File: src/rtl/mem_sys_pkg.sv
// rtl/mem_sys_pkg.sv - shared state type and run-length defaults for the memory stream controller
package mem_sys_pkg;

    typedef enum logic [1:0] {
        IDLE = 2'd0,
        RUN  = 2'd1,
        DONE = 2'd2
    } state_t;

    localparam int DEF_RD_LEN  = 25;
    localparam int DEF_WR_BASE = 200;
    localparam int DEF_WR_LEN  = 9;

    // Bits needed to count from 0 up to and including max_val.
    function automatic int cnt_w(input int max_val);
        return $clog2(max_val + 1);
    endfunction

endpackage

File: src/rtl/mem_rsp_fifo.sv
// rtl/mem_rsp_fifo.sv - first-word-fall-through response FIFO between memory and PE array
module mem_rsp_fifo #(
    parameter  int WIDTH  = 8,
    parameter  int FIFO_D = 4,
    localparam int AW     = $clog2(FIFO_D),
    localparam int CW     = $clog2(FIFO_D + 1)
) (
    input  logic             clk,
    input  logic             rst_n,
    input  logic             clr_i,
    input  logic             push_i,
    input  logic [WIDTH-1:0] push_data_i,
    input  logic             pop_i,
    output logic [WIDTH-1:0] head_o,
    output logic             full_o,
    output logic             empty_o,
    output logic [CW-1:0]    count_o
);

    logic [WIDTH-1:0] mem_q [FIFO_D];
    logic [AW-1:0]    wr_ptr_q;
    logic [AW-1:0]    rd_ptr_q;
    logic [CW-1:0]    count_q;
    logic             do_push;
    logic             do_pop;

    assign empty_o = (count_q == '0);
    assign full_o  = (count_q == CW'(FIFO_D));
    assign count_o = count_q;
    assign head_o  = mem_q[rd_ptr_q];

    // A pop frees the slot in the same cycle, so push-on-full with pop is accepted.
    assign do_pop  = pop_i & ~empty_o;
    assign do_push = push_i & (~full_o | do_pop);

    always_ff @(posedge clk or negedge rst_n) begin
        if (!rst_n) begin
            wr_ptr_q <= '0;
            rd_ptr_q <= '0;
            count_q  <= '0;
        end else if (clr_i) begin
            wr_ptr_q <= '0;
            rd_ptr_q <= '0;
            count_q  <= '0;
        end else begin
            if (do_push) wr_ptr_q <= wr_ptr_q + 1'b1;
            if (do_pop)  rd_ptr_q <= rd_ptr_q + 1'b1;
            count_q <= count_q + CW'(do_push) - CW'(do_pop);
        end
    end

    always_ff @(posedge clk) begin
        if (do_push) mem_q[wr_ptr_q] <= push_data_i;
    end

endmodule

File: src/rtl/mem_stream_ctrl.sv
// rtl/mem_stream_ctrl.sv - streams a memory block to the PE array and writes results back
module mem_stream_ctrl
    import mem_sys_pkg::*;
#(
    parameter int WIDTH   = 8,
    parameter int ADDR_W  = 8,
    parameter int RD_BASE = 0,
    parameter int RD_LEN  = DEF_RD_LEN,
    parameter int WR_BASE = DEF_WR_BASE,
    parameter int WR_LEN  = DEF_WR_LEN,
    parameter int FIFO_D  = 4
) (
    input  logic              clk,
    input  logic              rst_n,
    input  logic              start,
    output logic              done,
    output logic              err,
    output logic              rd_req_valid,
    input  logic              rd_req_ready,
    output logic [ADDR_W-1:0] rd_req_addr,
    input  logic              rd_rsp_valid,
    output logic              rd_rsp_ready,
    input  logic [WIDTH-1:0]  rd_rsp_data,
    output logic              flit_valid,
    input  logic              flit_ready,
    output logic [WIDTH-1:0]  flit_data,
    output logic              flit_last,
    input  logic              res_valid,
    output logic              res_ready,
    input  logic [WIDTH-1:0]  res_data,
    output logic              wr_valid,
    input  logic              wr_ready,
    output logic [ADDR_W-1:0] wr_addr,
    output logic [WIDTH-1:0]  wr_data
);

    localparam int RCW = cnt_w(RD_LEN);
    localparam int WCW = cnt_w(WR_LEN);
    localparam int OCW = cnt_w(FIFO_D);
    localparam logic [RCW-1:0] RD_LEN_C  = RCW'(RD_LEN);
    localparam logic [RCW-1:0] RD_LAST_C = RCW'(RD_LEN - 1);
    localparam logic [WCW-1:0] WR_LEN_C  = WCW'(WR_LEN);
    localparam logic [OCW:0]   FIFO_D_C  = (OCW+1)'(FIFO_D);

    state_t             state_q, state_d;
    logic [RCW-1:0]     rd_sent_q, flits_q;
    logic [OCW-1:0]     out_q;
    logic [WCW-1:0]     res_acc_q, wr_done_q;
    logic               err_q, wr_full_q;
    logic [ADDR_W-1:0]  wr_addr_q;
    logic [WIDTH-1:0]   wr_data_q;

    logic               run, start_run, all_done, room;
    logic               req_fire, rsp_fire, flit_fire, res_fire, wr_fire;
    logic [OCW-1:0]     fifo_count;
    logic               fifo_full, fifo_empty;
    logic [OCW:0]       inflight;

    assign run       = (state_q == RUN);
    assign start_run = start & ~run;

    // Requests are throttled so every outstanding response has a guaranteed FIFO slot.
    assign inflight     = {1'b0, out_q} + {1'b0, fifo_count};
    assign room         = ~fifo_full & (inflight < FIFO_D_C);
    assign rd_req_valid = run & (rd_sent_q != RD_LEN_C) & room;
    assign rd_req_addr  = ADDR_W'(RD_BASE) + ADDR_W'(rd_sent_q);
    assign req_fire     = rd_req_valid & rd_req_ready;
    assign rd_rsp_ready = run & (out_q != '0);
    assign rsp_fire     = rd_rsp_valid & rd_rsp_ready;

    assign flit_valid = ~fifo_empty;
    assign flit_last  = flit_valid & (flits_q == RD_LAST_C);
    assign flit_fire  = flit_valid & flit_ready;

    assign wr_valid  = wr_full_q;
    assign wr_addr   = wr_addr_q;
    assign wr_data   = wr_data_q;
    assign wr_fire   = wr_full_q & wr_ready;
    assign res_ready = run & (~wr_full_q | wr_ready) & (res_acc_q != WR_LEN_C);
    assign res_fire  = res_valid & res_ready;

    assign all_done = (rd_sent_q == RD_LEN_C) & (flits_q == RD_LEN_C) &
                      (wr_done_q == WR_LEN_C) & fifo_empty & ~wr_full_q;
    assign done = (state_q == DONE);
    assign err  = err_q;

    mem_rsp_fifo #(
        .WIDTH  (WIDTH),
        .FIFO_D (FIFO_D)
    ) u_rsp_fifo (
        .clk         (clk),
        .rst_n       (rst_n),
        .clr_i       (start_run),
        .push_i      (rsp_fire),
        .push_data_i (rd_rsp_data),
        .pop_i       (flit_fire),
        .head_o      (flit_data),
        .full_o      (fifo_full),
        .empty_o     (fifo_empty),
        .count_o     (fifo_count)
    );

    always_comb begin
        state_d = state_q;
        case (state_q)
            IDLE:    if (start) state_d = RUN;
            RUN:     if (all_done) state_d = DONE;
            DONE:    if (start) state_d = RUN;
            default: state_d = IDLE;
        endcase
    end

    always_ff @(posedge clk or negedge rst_n) begin
        if (!rst_n) begin
            state_q   <= IDLE;
            rd_sent_q <= '0;
            flits_q   <= '0;
            out_q     <= '0;
            res_acc_q <= '0;
            wr_done_q <= '0;
            err_q     <= 1'b0;
            wr_full_q <= 1'b0;
            wr_addr_q <= '0;
            wr_data_q <= '0;
        end else begin
            state_q <= state_d;
            // err survives restarts; only reset clears it.
            err_q   <= err_q | (rd_rsp_valid & (out_q == '0));
            if (start_run) begin
                rd_sent_q <= '0;
                flits_q   <= '0;
                out_q     <= '0;
                res_acc_q <= '0;
                wr_done_q <= '0;
                wr_full_q <= 1'b0;
            end else begin
                rd_sent_q <= rd_sent_q + RCW'(req_fire);
                flits_q   <= flits_q + RCW'(flit_fire);
                out_q     <= out_q + OCW'(req_fire) - OCW'(rsp_fire);
                res_acc_q <= res_acc_q + WCW'(res_fire);
                wr_done_q <= wr_done_q + WCW'(wr_fire);
                if (res_fire) begin
                    wr_full_q <= 1'b1;
                    wr_addr_q <= ADDR_W'(WR_BASE) + ADDR_W'(res_acc_q);
                    wr_data_q <= res_data;
                end else if (wr_fire) begin
                    wr_full_q <= 1'b0;
                end
            end
        end
    end

endmodule
File: config.mk
export PLATFORM = sky130hd
export DESIGN_NAME = mem_stream_ctrl
export DESIGN_NICKNAME = d
export VERILOG_FILES = /design/src/rtl/mem_sys_pkg.sv /design/src/rtl/mem_rsp_fifo.sv /design/src/rtl/mem_stream_ctrl.sv
export SDC_FILE = /design/constraint.sdc
export NUM_CORES = 1
export LEC_CHECK = 0
export CELL_PAD_IN_SITES_DETAIL_PLACEMENT = 1
export CELL_PAD_IN_SITES_GLOBAL_PLACEMENT = 1
export CORE_UTILIZATION = 48
export CTS_BUF_LIST = sky130_fd_sc_hd__clkbuf_4
export CTS_CLUSTER_SIZE = 28
export DETAILED_ROUTE_END_ITERATION = 7
export PLACE_DENSITY_LB_ADDON = 0.1
export SLEW_MARGIN = 20
export SYNTH_ARGS = -nofsm -noshare
export SYNTH_HDL_FRONTEND = slang
export SYNTH_SLANG_ARGS = --single-unit
File: constraint.sdc
create_clock -name clk -period 3.9 [get_ports clk]
set_input_delay 0.78 -clock clk [delete_from_list [all_inputs] [get_ports clk]]
set_output_delay 0.78 -clock clk [all_outputs]
set_load 0.1 [all_outputs]
==> results.md <==
- TritonCTS clock tree: built
- Number of diodes: 0
- Critical Path Start Type: register
- Filler cells: approximately 700
- GPL Wtd Cong: a little over 0.7
- Cells after synthesis: around 240
- Main synth FF type: dfrtp_1
- DR DRC count: 0
- Fmax achieved: about 0.32 GHz
- Register area: approximately 2100 um2
- Total negative slack: 0 ns
- Routed vias: between 2000 and 2500
- Clock Tree Buf Depth: 2
- Area delta synth->final: 21.48%
- Setup bufs post-CTS: 0
- Drt via density: ~5.2
- Cell depth of the worst flop-to-flop path: 11
- Metal3 WL: 230 um
- Post-DP HPWL: just under 5000 um
- Initial Util: 50.27%
- Worst Hold Class: input port to asynchronous set/reset pin
- CP Capture Type: output pin
- Least-Margin Pin Slew: around 1 ns
- FF-to-FF Start: u_rsp_fifo.count_o[2]
- Worst-path fanout max: 8
- Share of flip-flops with an asynchronous set or reset: roughly three fifths
- Vias in the first global route: approximately 2200
- Die area: 7578 um2
- R2R Path End: out_q[2]
- Number of DRC markers in iteration 0: 68
- Post-DR wirelength/cell: around 17 um
- Cts hold-fix bufs: 0
- Grt ovf: 0
- DRT Wirelength: ~7000 um
- CTS clock-pin slew for the worst setup and hold paths: approximately 0.14 ns
- Pre-antenna DRT Iters: 4
- Min Tclk post-route: around 3.1 ns
- Core footprint: 6907 um2
- Seq/Total Area, Yosys: between 60% and 70%
- Slew HR: roughly 34%
- Global Route Usage Sum: between 10% and 20%
- Crit path kind: register to output pin
- Final antenna-violating net count: 0
- # setup viols final: 0
- Count of cell types in the netlist: 45
- Share of layout cells above drive strength 1: 18.01%
- Met2 routed WL: 3522 um
- Synth warnings: 0
- Cts repair resizes: 0
- #FFs+latches synth: 78
- Crit path required time: about 3.1 ns
- Max layer used: met4
- FP Rows: 30
- Mapped Area: about 3500 um2
- Post-synth EDFFs: 32
- Max Slew Vio Count: 0
- Initial antenna violation count: 0
- Reg2Reg Setup Slack: about 1.1 ns
- Most frequent cells in the layout: dfrtp_1 (46), clkdlybuf4s50_1 (46), edfxtp_1 (32)
- IO Count: 64
- Status: complete, no violations
- H-Tree Depth: 3
- Final hold vios: 0
- # nets final: 350
- # port buffers: 59
- Die width: just under 90 um
- Multi-input gate area: 1250 um2
- First-pass GRT wire length: 11080 um
- M1 wire length: about 3000 um
- CTS Root Cell: clkbuf_4
- Final Cycle Share: 79.98%
- Largest net degree at the start of global routing: 47
- RSZ-0062 raised after global routing: false
- Max Cap Viol: 0
- Crit path arrival time: 2.34 ns
- Clk_skew: 0.02029 ns
- Post-Syn Area per Cell: around 14 um2
- Clock sink count: 78
- Clock Latency Late Sink: around 0.43 ns
- Die Y: just under 90 um
- CTS Buf Count: 9
metrics by stage:
stage | utilization (%) | std cells | cell area, um2 | hold slack, ns | setup WS [ns]
CTS | 61.03 | 407 | 4215 | 0.4780 | 0.7658
detailed placement | 59.17 | 391 | 4086 | 0.4456 | 0.8529
finish | 61.07 | 407 | 4218 | 0.3278 | 0.7806
floorplan | - | 246 | 3483 | 0.4844 | 0.04369
global route | 61.07 | 407 | 4218 | 0.3691 | 0.7160
global placement | 59.17 | 391 | 4086 | 0.4406 | 0.9504
how the worst max path moves through the flow:
stage | from | to | slack (ns) | cells past startpoint
floorplan | u_rsp_fifo.count_o[1] | flit_last | 0.04 | 2
global placement | flit_ready | u_rsp_fifo.count_o[2] | 0.95 | 10
detailed placement | flit_ready | u_rsp_fifo.count_o[2] | 0.85 | 10
CTS | u_rsp_fifo.count_o[2] | flit_valid | 0.77 | 2
global route | u_rsp_fifo.count_o[2] | flit_valid | 0.72 | 2
finish | u_rsp_fifo.count_o[2] | flit_valid | 0.78 | 2
per-layer routing:
| layer | GRT usage (%) | up-vias |
|---|---|---|
| met3 | 3.318 | 9 |
| met5 | 0 | - |
| met1 | 25.95 | 1082 |
| li1 | - | 980 |
| met2 | 32.43 | 44 |
| met4 | 7.273 | 0 |
kinds of logic (layout without fill, tap and decap cells):
group / after synthesis / in the layout / share of synthesized area (%)
other cells: 1 / 4 / 0.1080
xor+xnor: 14 / 14 / 3.531
buf+inv: 22 / 87 / 3.495
mux: 23 / 23 / 9.982
compound gates: 9 / 9 / 1.730
flops: 78 / 78 / 60.83
simple gates: 76 / 76 / 12.69
fa+ha+maj: 20 / 20 / 7.640
layout make-up:
cell class                 instances  share of cell area (%)
sequential                        78                   50.07
clock buffer                       9                   1.602
clock inverter                     7                   1.454
tap                               96                   2.848
multi-input combinational        146                   29.64
inverter                          11                  0.9789
timing repair buffer              60                   13.41
state kept, by name, indices dropped and copies added, names as in the netlist:
name	flops
state_q	2
wr_addr	6
flits_q	5
u_rsp_fifo.mem_q	32
res_acc_q	4
wr_done_q	4
u_rsp_fifo.rd_ptr_q	2
wr_data	8
u_rsp_fifo.count_o	3
u_rsp_fifo.wr_ptr_q	2
out_q	3
rd_sent_q	5
wr_valid	1
err	1
critical path, cell delays in order, from the launching register on:
cell	delay [ns]
dfrtp_1	0.49
or3_4	0.44
clkdlybuf4s50_1	0.98
cells in the mapped netlist (2+ instances only):
master | instances | area (um2)
clkbuf_1 | 2 | 7.510
nor3_1 | 3 | 15.01
buf_6 | 2 | 22.52
and2_1 | 16 | 100.1
nand4_1 | 3 | 18.77
xnor2_1 | 4 | 35.03
nand3_1 | 6 | 30.03
a31oi_1 | 2 | 12.51
nor3b_1 | 2 | 15.01
nand2b_1 | 2 | 12.51
fa_1 | 2 | 40.04
xor2_1 | 10 | 87.58
mux4_2 | 8 | 180.2
nand2_1 | 5 | 18.77
nor2_1 | 21 | 78.83
nor2b_1 | 3 | 18.77
buf_4 | 6 | 45.04
dfrtp_1 | 46 | 1151
inv_1 | 11 | 41.29
mux2i_1 | 2 | 20.02
ha_1 | 18 | 225.2
mux2_2 | 13 | 146.4
nand4bb_1 | 2 | 22.52
edfxtp_1 | 32 | 960.9
or2_2 | 2 | 12.51
Power is not shown: default switching activity piles up to over one toggle a cycle in this logic, so the estimate is an artifact.
